[config.mk]
export PLATFORM = sky130hd
export DESIGN_NAME = ctrl_unit_pipe
export DESIGN_NICKNAME = d
export VERILOG_FILES = /design/src/rtl/ctrl_pkg.sv /design/src/rtl/ctrl_decode.sv /design/src/rtl/ctrl_unit_pipe.sv
export SDC_FILE = /design/constraint.sdc
export NUM_CORES = 1
export LEC_CHECK = 0
export BUFFER_PORTS_ARGS = -buffer_cell sky130_fd_sc_hd__buf_4
export CAP_MARGIN = 20
export CORE_MARGIN = 2
export CORE_UTILIZATION = 35
export DETAILED_ROUTE_END_ITERATION = 12
export SYNTH_ARGS = -nofsm -noshare
export SYNTH_HDL_FRONTEND = slang
export SYNTH_HIERARCHICAL = 1
export SYNTH_SLANG_ARGS = --single-unit
[constraint.sdc]
create_clock -name CLK -period 1.2 [get_ports CLK]
set_input_delay 0.06 -clock CLK [delete_from_list [all_inputs] [get_ports CLK]]
set_output_delay 0.06 -clock CLK [all_outputs]
set_load 0.02 [all_outputs]
[src/rtl/ctrl_pkg.sv]
// Shared encodings, control-word layout and size helpers for the RV32 ID/EX control unit.
// The M-extension decode is enabled by the RV32M_EN macro in the files that import this package.
package ctrl_pkg;

  localparam logic [6:0] OPC_RTYPE  = 7'b0110011;
  localparam logic [6:0] OPC_IALU   = 7'b0010011;
  localparam logic [6:0] OPC_LOAD   = 7'b0000011;
  localparam logic [6:0] OPC_STORE  = 7'b0100011;
  localparam logic [6:0] OPC_BRANCH = 7'b1100011;
  localparam logic [6:0] OPC_LUI    = 7'b0110111;
  localparam logic [6:0] OPC_AUIPC  = 7'b0010111;
  localparam logic [6:0] OPC_JAL    = 7'b1101111;
  localparam logic [6:0] OPC_JALR   = 7'b1100111;

  localparam logic [6:0] F7_BASE   = 7'b0000000;
  localparam logic [6:0] F7_ALT    = 7'b0100000;
  localparam logic [6:0] F7_MULDIV = 7'b0000001;

  localparam logic [4:0] ALU_ADD = 5'b00000;
  localparam logic [4:0] ALU_SLL = 5'b00001;
  localparam logic [4:0] ALU_SRL = 5'b00101;
  localparam logic [4:0] ALU_SUB = 5'b10000;
  localparam logic [4:0] ALU_SRA = 5'b10101;
  localparam logic [4:0] ALU_FWD = 5'b11110;
  localparam logic [1:0] PFX_INT = 2'b00;
  localparam logic [1:0] PFX_BR  = 2'b01;
  localparam logic [1:0] PFX_M   = 2'b11;

  localparam logic [2:0] MEM_NONE = 3'b000;
  localparam logic [2:0] MEM_B    = 3'b001;
  localparam logic [2:0] MEM_H    = 3'b010;
  localparam logic [2:0] MEM_W    = 3'b011;
  localparam logic [2:0] MEM_BU   = 3'b100;
  localparam logic [2:0] MEM_HU   = 3'b101;

  localparam logic [2:0] IMM_I = 3'b000;
  localparam logic [2:0] IMM_S = 3'b001;
  localparam logic [2:0] IMM_B = 3'b010;
  localparam logic [2:0] IMM_U = 3'b011;
  localparam logic [2:0] IMM_J = 3'b100;

  localparam logic [1:0] WB_ALU = 2'b00;
  localparam logic [1:0] WB_MEM = 2'b01;
  localparam logic [1:0] WB_PC4 = 2'b10;
  localparam logic [1:0] SRC_REG = 2'b00;
  localparam logic [1:0] SRC_IMM = 2'b01;

  typedef enum logic [1:0] {M_NONE = 2'b00, M_MUL = 2'b01, M_DIV = 2'b10} m_kind_e;
  typedef enum logic {ST_IDLE = 1'b0, ST_MBUSY = 1'b1} mstate_e;

  typedef struct packed {
    logic [4:0] alu_op;
    logic [2:0] mem_read;
    logic [2:0] mem_write;
    logic [2:0] immi_sel;
    logic [1:0] mem_to_reg;
    logic [1:0] alu_source;
    logic       reg_write;
    logic       branch;
    logic       jump;
    logic       pc_sel;
    logic       illegal;
  } ctrl_word_t;

  localparam ctrl_word_t CTRL_BUBBLE = '0;
  localparam ctrl_word_t CTRL_ILLEGAL = '{alu_op: ALU_ADD, mem_read: MEM_NONE, mem_write: MEM_NONE,
                                         immi_sel: IMM_I, mem_to_reg: WB_ALU, alu_source: SRC_REG,
                                         reg_write: 1'b0, branch: 1'b0, jump: 1'b0, pc_sel: 1'b0,
                                         illegal: 1'b1};

  // MEM_NONE flags a reserved load width
  function automatic logic [2:0] load_size(input logic [2:0] fun3);
    logic [2:0] size;
    case (fun3)
      3'b000:  size = MEM_B;
      3'b001:  size = MEM_H;
      3'b010:  size = MEM_W;
      3'b100:  size = MEM_BU;
      3'b101:  size = MEM_HU;
      default: size = MEM_NONE;
    endcase
    return size;
  endfunction

  function automatic logic [2:0] store_size(input logic [2:0] fun3);
    logic [2:0] size;
    case (fun3)
      3'b000:  size = MEM_B;
      3'b001:  size = MEM_H;
      3'b010:  size = MEM_W;
      default: size = MEM_NONE;
    endcase
    return size;
  endfunction

endpackage

[src/rtl/ctrl_decode.sv]
// Combinational OP/FUN3/FUN7 decoder producing the control word and M-op latency class.
// M ops decode only when RV32M_EN is defined; otherwise FUN7=0000001 is illegal.
module ctrl_decode
  import ctrl_pkg::*;
(
  input  logic [6:0] op,
  input  logic [2:0] fun3,
  input  logic [6:0] fun7,
  output ctrl_word_t word,
  output m_kind_e    m_kind
);

  // Decode table; any reserved encoding collapses to the illegal word
  always_comb begin
    word   = CTRL_BUBBLE;
    m_kind = M_NONE;
    case (op)
      OPC_RTYPE: begin
        word.reg_write = 1'b1;
        case (fun7)
          F7_BASE: word.alu_op = {PFX_INT, fun3};
          F7_ALT: begin
            if (fun3 == 3'b000) begin
              word.alu_op = ALU_SUB;
            end else if (fun3 == 3'b101) begin
              word.alu_op = ALU_SRA;
            end else begin
              word = CTRL_ILLEGAL;
            end
          end
          F7_MULDIV: begin
`ifdef RV32M_EN
            word.alu_op = {PFX_M, fun3};
            m_kind      = fun3[2] ? M_DIV : M_MUL;
`else
            word = CTRL_ILLEGAL;
`endif
          end
          default: word = CTRL_ILLEGAL;
        endcase
      end
      OPC_IALU: begin
        word.reg_write  = 1'b1;
        word.alu_source = SRC_IMM;
        word.immi_sel   = IMM_I;
        // Only the shift-immediates carry a real funct7; elsewhere it is immediate data
        case (fun3)
          3'b001: begin
            if (fun7 == F7_BASE) begin
              word.alu_op = ALU_SLL;
            end else begin
              word = CTRL_ILLEGAL;
            end
          end
          3'b101: begin
            if (fun7 == F7_BASE) begin
              word.alu_op = ALU_SRL;
            end else if (fun7 == F7_ALT) begin
              word.alu_op = ALU_SRA;
            end else begin
              word = CTRL_ILLEGAL;
            end
          end
          default: word.alu_op = {PFX_INT, fun3};
        endcase
      end
      OPC_LOAD: begin
        if (load_size(fun3) == MEM_NONE) begin
          word = CTRL_ILLEGAL;
        end else begin
          word.mem_read   = load_size(fun3);
          word.mem_to_reg = WB_MEM;
          word.alu_source = SRC_IMM;
          word.reg_write  = 1'b1;
        end
      end
      OPC_STORE: begin
        if (store_size(fun3) == MEM_NONE) begin
          word = CTRL_ILLEGAL;
        end else begin
          word.mem_write  = store_size(fun3);
          word.immi_sel   = IMM_S;
          word.alu_source = SRC_IMM;
        end
      end
      OPC_BRANCH: begin
        if (fun3 == 3'b010 || fun3 == 3'b011) begin
          word = CTRL_ILLEGAL;
        end else begin
          word.branch   = 1'b1;
          word.alu_op   = {PFX_BR, fun3};
          word.immi_sel = IMM_B;
        end
      end
      OPC_LUI: begin
        word.alu_op     = ALU_FWD;
        word.immi_sel   = IMM_U;
        word.alu_source = SRC_IMM;
        word.reg_write  = 1'b1;
      end
      OPC_AUIPC: begin
        word.pc_sel     = 1'b1;
        word.immi_sel   = IMM_U;
        word.alu_source = SRC_IMM;
        word.reg_write  = 1'b1;
      end
      OPC_JAL: begin
        word.jump       = 1'b1;
        word.pc_sel     = 1'b1;
        word.immi_sel   = IMM_J;
        word.mem_to_reg = WB_PC4;
        word.alu_source = SRC_IMM;
        word.reg_write  = 1'b1;
      end
      OPC_JALR: begin
        if (fun3 != 3'b000) begin
          word = CTRL_ILLEGAL;
        end else begin
          word.jump       = 1'b1;
          word.immi_sel   = IMM_I;
          word.mem_to_reg = WB_PC4;
          word.alu_source = SRC_IMM;
          word.reg_write  = 1'b1;
        end
      end
      default: word = CTRL_ILLEGAL;
    endcase
  end

endmodule

[src/rtl/ctrl_unit_pipe.sv]
// ID/EX control stage: decoder, valid/ready pipeline register and multi-cycle M-op busy tracker.
// Define RV32M_EN to enable M-extension decode and the busy FSM.
module ctrl_unit_pipe
  import ctrl_pkg::*;
#(
  parameter int ALU_OP_W = 5,
  parameter int MUL_LAT  = 2,
  parameter int DIV_LAT  = 32,
  parameter int CNT_W    = 6
) (
  input  logic                CLK,
  input  logic                RESET,
  input  logic [6:0]          OP,
  input  logic [2:0]          FUN3,
  input  logic [6:0]          FUN7,
  input  logic                IN_VALID,
  output logic                IN_READY,
  input  logic                STALL,
  input  logic                FLUSH,
  output logic                OUT_VALID,
  output logic [ALU_OP_W-1:0] ALU_OP,
  output logic [2:0]          MEM_READ,
  output logic [2:0]          MEM_WRITE,
  output logic [2:0]          IMMI_SEL,
  output logic [1:0]          MEM_TO_REG,
  output logic [1:0]          ALU_SOURCE,
  output logic                REG_WRITE,
  output logic                BRANCH,
  output logic                JUMP,
  output logic                PC_SEL,
  output logic                ILLEGAL,
  output logic                M_BUSY
);

  ctrl_word_t dec_word_s;
  m_kind_e    dec_m_kind_s;
  ctrl_word_t ctrl_r;
  logic       out_valid_r;
  logic       m_busy_s;

  ctrl_decode u_decode (
    .op     (OP),
    .fun3   (FUN3),
    .fun7   (FUN7),
    .word   (dec_word_s),
    .m_kind (dec_m_kind_s)
  );

  assign IN_READY = !STALL && !m_busy_s;

  // ID/EX control register; flush beats stall, busy holds like a stall
  always_ff @(posedge CLK) begin
    if (RESET) begin
      ctrl_r      <= CTRL_BUBBLE;
      out_valid_r <= 1'b0;
    end else if (FLUSH) begin
      ctrl_r      <= CTRL_BUBBLE;
      out_valid_r <= 1'b0;
    end else if (STALL || m_busy_s) begin
      ctrl_r      <= ctrl_r;
      out_valid_r <= out_valid_r;
    end else if (IN_VALID) begin
      ctrl_r      <= dec_word_s;
      out_valid_r <= 1'b1;
    end else begin
      ctrl_r      <= CTRL_BUBBLE;
      out_valid_r <= 1'b0;
    end
  end

`ifdef RV32M_EN
  mstate_e          state_r;
  mstate_e          state_nxt_s;
  logic [CNT_W-1:0] cnt_r;
  logic [CNT_W-1:0] cnt_nxt_s;
  logic [CNT_W-1:0] lat_m1_s;
  logic             m_start_s;

  // A flushed M op never reaches EX, so it must not start the tracker
  assign m_start_s = IN_VALID && IN_READY && !FLUSH && (dec_m_kind_s != M_NONE);
  assign lat_m1_s  = (dec_m_kind_s == M_DIV) ? CNT_W'(DIV_LAT - 1) : CNT_W'(MUL_LAT - 1);

  // Busy FSM state and countdown register
  always_ff @(posedge CLK) begin
    if (RESET) begin
      state_r <= ST_IDLE;
      cnt_r   <= '0;
    end else begin
      state_r <= state_nxt_s;
      cnt_r   <= cnt_nxt_s;
    end
  end

  // Busy FSM next state; the count runs down regardless of stall or flush
  always_comb begin
    state_nxt_s = state_r;
    cnt_nxt_s   = cnt_r;
    case (state_r)
      ST_IDLE: begin
        if (m_start_s && (lat_m1_s != '0)) begin
          state_nxt_s = ST_MBUSY;
          cnt_nxt_s   = lat_m1_s;
        end else begin
          state_nxt_s = ST_IDLE;
          cnt_nxt_s   = cnt_r;
        end
      end
      ST_MBUSY: begin
        cnt_nxt_s = cnt_r - CNT_W'(1);
        if (cnt_r == CNT_W'(1)) begin
          state_nxt_s = ST_IDLE;
        end else begin
          state_nxt_s = ST_MBUSY;
        end
      end
      default: begin
        state_nxt_s = ST_IDLE;
        cnt_nxt_s   = '0;
      end
    endcase
  end

  // Busy FSM outputs
  always_comb begin
    m_busy_s = 1'b0;
    case (state_r)
      ST_MBUSY: m_busy_s = 1'b1;
      default:  m_busy_s = 1'b0;
    endcase
  end
`else
  logic [31:0] unused_s;

  assign m_busy_s = 1'b0;
  assign unused_s = {30'd0, dec_m_kind_s} ^ 32'(MUL_LAT) ^ 32'(DIV_LAT) ^ 32'(CNT_W);
`endif

  assign OUT_VALID  = out_valid_r;
  assign ALU_OP     = ALU_OP_W'(ctrl_r.alu_op);
  assign MEM_READ   = ctrl_r.mem_read;
  assign MEM_WRITE  = ctrl_r.mem_write;
  assign IMMI_SEL   = ctrl_r.immi_sel;
  assign MEM_TO_REG = ctrl_r.mem_to_reg;
  assign ALU_SOURCE = ctrl_r.alu_source;
  assign REG_WRITE  = ctrl_r.reg_write;
  assign BRANCH     = ctrl_r.branch;
  assign JUMP       = ctrl_r.jump;
  assign PC_SEL     = ctrl_r.pc_sel;
  assign ILLEGAL    = ctrl_r.illegal;
  assign M_BUSY     = m_busy_s;

endmodule
==> Word-level counts from Yosys, hierarchy flattened <==
Index checks and enable logic that the tools add are counted.
Widths: inputs -> output; s select.
{ "classes": {"muxes": 42, "reduce_logical": 11, "n_eq_ne": 15} }
{ "op_table": {"columns": ["operator", "count"], "rows": [
  ["$pmux 18 s2", 2],
  ["$mux 18", 2],
  ["$mux 5", 7],
  ["$eq 7x6->1 const B", 4],
  ["$pmux 6 s4", 1],
  ["$mux 23", 1],
  ["$eq 7x7->1 const B", 3],
  ["$pmux 1 s7", 3],
  ["$pmux 3 s7", 1],
  ["$pmux 5 s2", 2],
  ["$pmux 5 s4", 1],
  ["$pmux 3 s6", 1],
  ["$pmux 3 s5", 1],
  ["$eq 7x5->1 const B", 2],
  ["$mux 6", 2],
  ["$pmux 2 s5", 1],
  ["$logic_not 3->1", 3],
  ["$mux 1", 9],
  ["$mux 3", 3],
  ["$mux 4", 2],
  ["$eq 7x2->1 const B", 1],
  ["$logic_not 7->1", 1],
  ["$eq 3x2->1 const B", 2],
  ["$eq 3x3->1 const B", 2],
  ["other kinds (9)", 11]
]} }
{ "word_totals": {"out_inout_bits": 26, "elab_cells": 80, "reg_bits": 24, "input_bits": 22} }

==> Longest topological paths before layout <==
{ "logic_depth": {"ltp_word": 7, "mapped_depth": 8, "mapped_depth_nobuf": 6} }

==> Modules after synthesis <==
The synthesis kept the hierarchy.
{ "modules_own_cells": {"columns": ["mod", "cells_each", "instances", "area_per_inst_um2", "seq_area_each_um2"], "rows": [
  ["ctrl_unit_pipe", 109, 1, 1036.0, 480.5],
  ["ctrl_decode", 108, 1, 759.5, 0.0]
]} }

==> Worst setup path before layout <==
No wires, ideal clock.
{ "synth_timing": {"path_kind": "input-to-reg", "startpoint": "input FUN7[1]", "endpoint": "register ctrl_r (netlist bit ALU_SOURCE[0])", "n_path_buf": 0, "arrival_ns": 1.165, "stages": 6, "required_time_ns": 1.134, "path_slack_ns": -0.031, "setup_time_ns": 0.066, "cell_sequence": "nor4_4 > a31oi_1 > o311a_1 > nand2b_1 > nand3b_1 > a21oi_2"} }
{ "synth_lines": {"columns": ["item", "line_no", "text"], "rows": [
  ["from (decl)", "ctrl_unit_pipe.sv:15", "input logic [6:0] FUN7,"],
  ["to (signal assigned)", "ctrl_unit_pipe.sv:60", "ctrl_r <= ctrl_r;"],
  ["to (signal assigned)", "ctrl_unit_pipe.sv:63", "ctrl_r <= dec_word_s;"],
  ["to (decl)", "ctrl_unit_pipe.sv:37", "ctrl_word_t ctrl_r;"]
]} }

==> results.py <==
metrics = {
    "status": {
        "status": "completed",
    },
    "global_route": {
        "antenna_found_initial": 0,
        "grt_usage_pct": 17.0,
        "grt_pass1_vias": 1524,
        "grt_max_degree": 49,
        "gr-total-overflow": 0,
        "grt_pass1_wl_mm": 7.58,
    },
    "sta": {
        "setup-violations-final": 0,
        "min_period_ns": 1.17,
        "fmax_mhz": 855,
        "period_share_pct": 97.4,
        "rsz0062_at_grt": "yes",
        "finClkSkew_ns": 0,
        "hold_violations": 0,
        "slew_violations": 0,
    },
    "clock_network": {
        "cts_tree": "done",
        "path_clk_slew_ns": 0.09,
        "clock_sink_count": 24,
        "cts_buffers": 3,
        "clock_latency_ns": 0.26,
        "cts-root-buf": "clkbuf_8",
        "cts_buffer_depth": 2,
        "hold_buffers": 0,
        "htreeDepth": 1,
    },
    "setup_path": {
        "cp_max_fo": 5,
        "r2r_cells": 2,
        "rr_startpoint": "REG_WRITE$_SDFFE_PP0N_",
        "cp.arrival_ns": 1.38,
        "start_kind": "primary input",
        "ff2ff_setup_slack_ns": 0.57,
        "crit_type": "primary input to flop",
        "r2r-end": "REG_WRITE$_SDFFE_PP0N_",
        "cp_data_required_time_ns": 1.41,
        "crit_path_end_kind": "flop",
    },
    "layout": {
        "n_fill_cell": 523,
        "final_cell_mix": "buf_4 (83), nand2_1 (30), nand3b_1 (27)",
        "layout.nets": 307,
        "layoutNonFillerInstCount": 351,
        "drive_gt1_share_pct": 45.4,
        "regArea_um2": 480,
        "area_growth_pct": 38.2,
        "multi_input_area_um2": 1140,
        "mostFrequentLayoutCell": "buf_4",
        "postLayoutCoreUtil_pct": 51.1,
        "n_antenna_cell": 0,
    },
    "power_and_ir_drop": {
        "leakage_uw": 0.00101,
        "finalPower_uw": 1750,
        "pwr-share-comb_pct": 22.8,
        "power_switching_uw": 470,
        "vdd_drop_max_mv": 0.388,
        "switching_share_pct": 26.8,
        "power_density_nw_per_um2": 712,
        "p_seq_share_pct": 45.7,
        "power_frac_clock_pct": 31.4,
        "intPower_uw": 1280,
    },
    "placement": {
        "port_buffers": 46,
        "dp.cells": 344,
        "gp_congestion": 0.845,
        "hpwl_mm": 3.42,
    },
    "route": {
        "via_count": 1756,
        "detail_route.vias_per_cell": 5.00,
        "postRouteAntennaNets": 0,
        "wl_per_cell_um": 13.5,
        "initialDrtViolationCount": 102,
        "drcViolationCount": 0,
        "drt-pass1-iter-count": 4,
        "finalWirelength_mm": 4.75,
    },
    "min_path": {
        "hold_end": "ALU_OP[2]$_SDFFE_PP0N_",
        "hold_start": "IN_VALID",
        "hp-class": "primary input to flop",
        "hold_path_depth": 3,
    },
    "floorplanning": {
        "initial_core_util_pct": 37.0,
        "core_area_um2": 4820,
        "row_count": 25,
        "boundaryPins": 48,
        "die_h_um": 75.3,
        "fp.dieW_um": 75.3,
        "dieArea_um2": 5670,
    },
    "synth": {
        "synth_warnings": 6,
        "synthesis.instances": 215,
        "syn_avg_cell_area_um2": 8.28,
        "syn-cell-area_um2": 1780,
    },
    "job": {
        "max_cap_viol_count": 0,
    },
}
[power groups by stage]
stage / logic [µW] / clock network [µW] / registers [µW]
after global placement: 381 / 0 / 821
after floorplan: 228 / 0 / 826
final: 400 / 551 / 802
after CTS: 391 / 565 / 802
after detailed placement: 382 / 0 / 821
after global routing: 433 / 607 / 803
[repair_timing]
action | CTS | global route
resized for setup | 4 | 7
endpoints found under the setup margin | 1 | 11
pin swaps | 7 | 3
setup buffers | 2 | 1
[how the worst max path moves through the flow]
stage | startpoint | endpoint | slack [ns] | cells after the start
after floorplan | FUN7[2] | ALU_OP[4]$_SDFFE_PP0N_ | -0.01 | 6
after global routing | FUN7[2] | ALU_OP[4]$_SDFFE_PP0N_ | -0.04 | 8
after detailed placement | OP[3] | ALU_OP[4]$_SDFFE_PP0N_ | -0.33 | 8
final | FUN7[2] | ALU_OP[4]$_SDFFE_PP0N_ | 0.03 | 8
after global placement | OP[3] | ALU_OP[4]$_SDFFE_PP0N_ | -0.33 | 8
after CTS | FUN7[1] | ALU_OP[4]$_SDFFE_PP0N_ | -0.008 | 7
[worst max-delay path, stage by stage]
cell and delay, ns:
buf_4 0.12, nor4_4 0.25, buf_4 0.17, and2_4 0.15, nand2_2 0.06, o41ai_4 0.32
nand3b_1 0.12, a21oi_2 0.12
[flip-flops by register name (all words and copies together) (netlist names)]
name and count:
ALU_OP 5, IMMI_SEL 3, MEM_READ 3, MEM_WRITE 3, ALU_SOURCE 2, MEM_TO_REG 2, BRANCH 1, ILLEGAL 1
JUMP 1, OUT_VALID 1, PC_SEL 1, REG_WRITE 1
[area by class of cell]
class | count | area share, %
inverters | 8 | 1.22
multi-input cells | 161 | 46.5
well taps | 67 | 3.41
flip-flops and latches | 24 | 19.5
clock buffers | 4 | 2.24
repair buffers | 87 | 27.1
[stage by stage]
stage / hold slack [ns] / setup slack (ns) / setup TNS, ns / instance area (µm²)
6_report: 0.199 / 0.0308 / 0 / 2460
5_1_grt: 0.202 / -0.0379 / -0.0978 / 2460
4_1_cts: 0.197 / -0.00836 / -0.00836 / 2420
3_5_place_dp: 0.448 / -0.331 / -3.62 / 2330
3_3_place_gp: 0.451 / -0.331 / -3.40 / 2330
2_1_floorplan: 0.221 / -0.0145 / -0.0296 / 1800
[metal layers]
layer  wire (µm)  vias to the layer above  global-route usage, %
met4          18                        0                   2.34
met3         179                        2                   3.17
met5           0                        -                      0
li1            -                      892                      -
met1        2350                      824                   24.8
met2        2200                       38                   26.7
No activity file was read; power rests on OpenSTA's default activity.
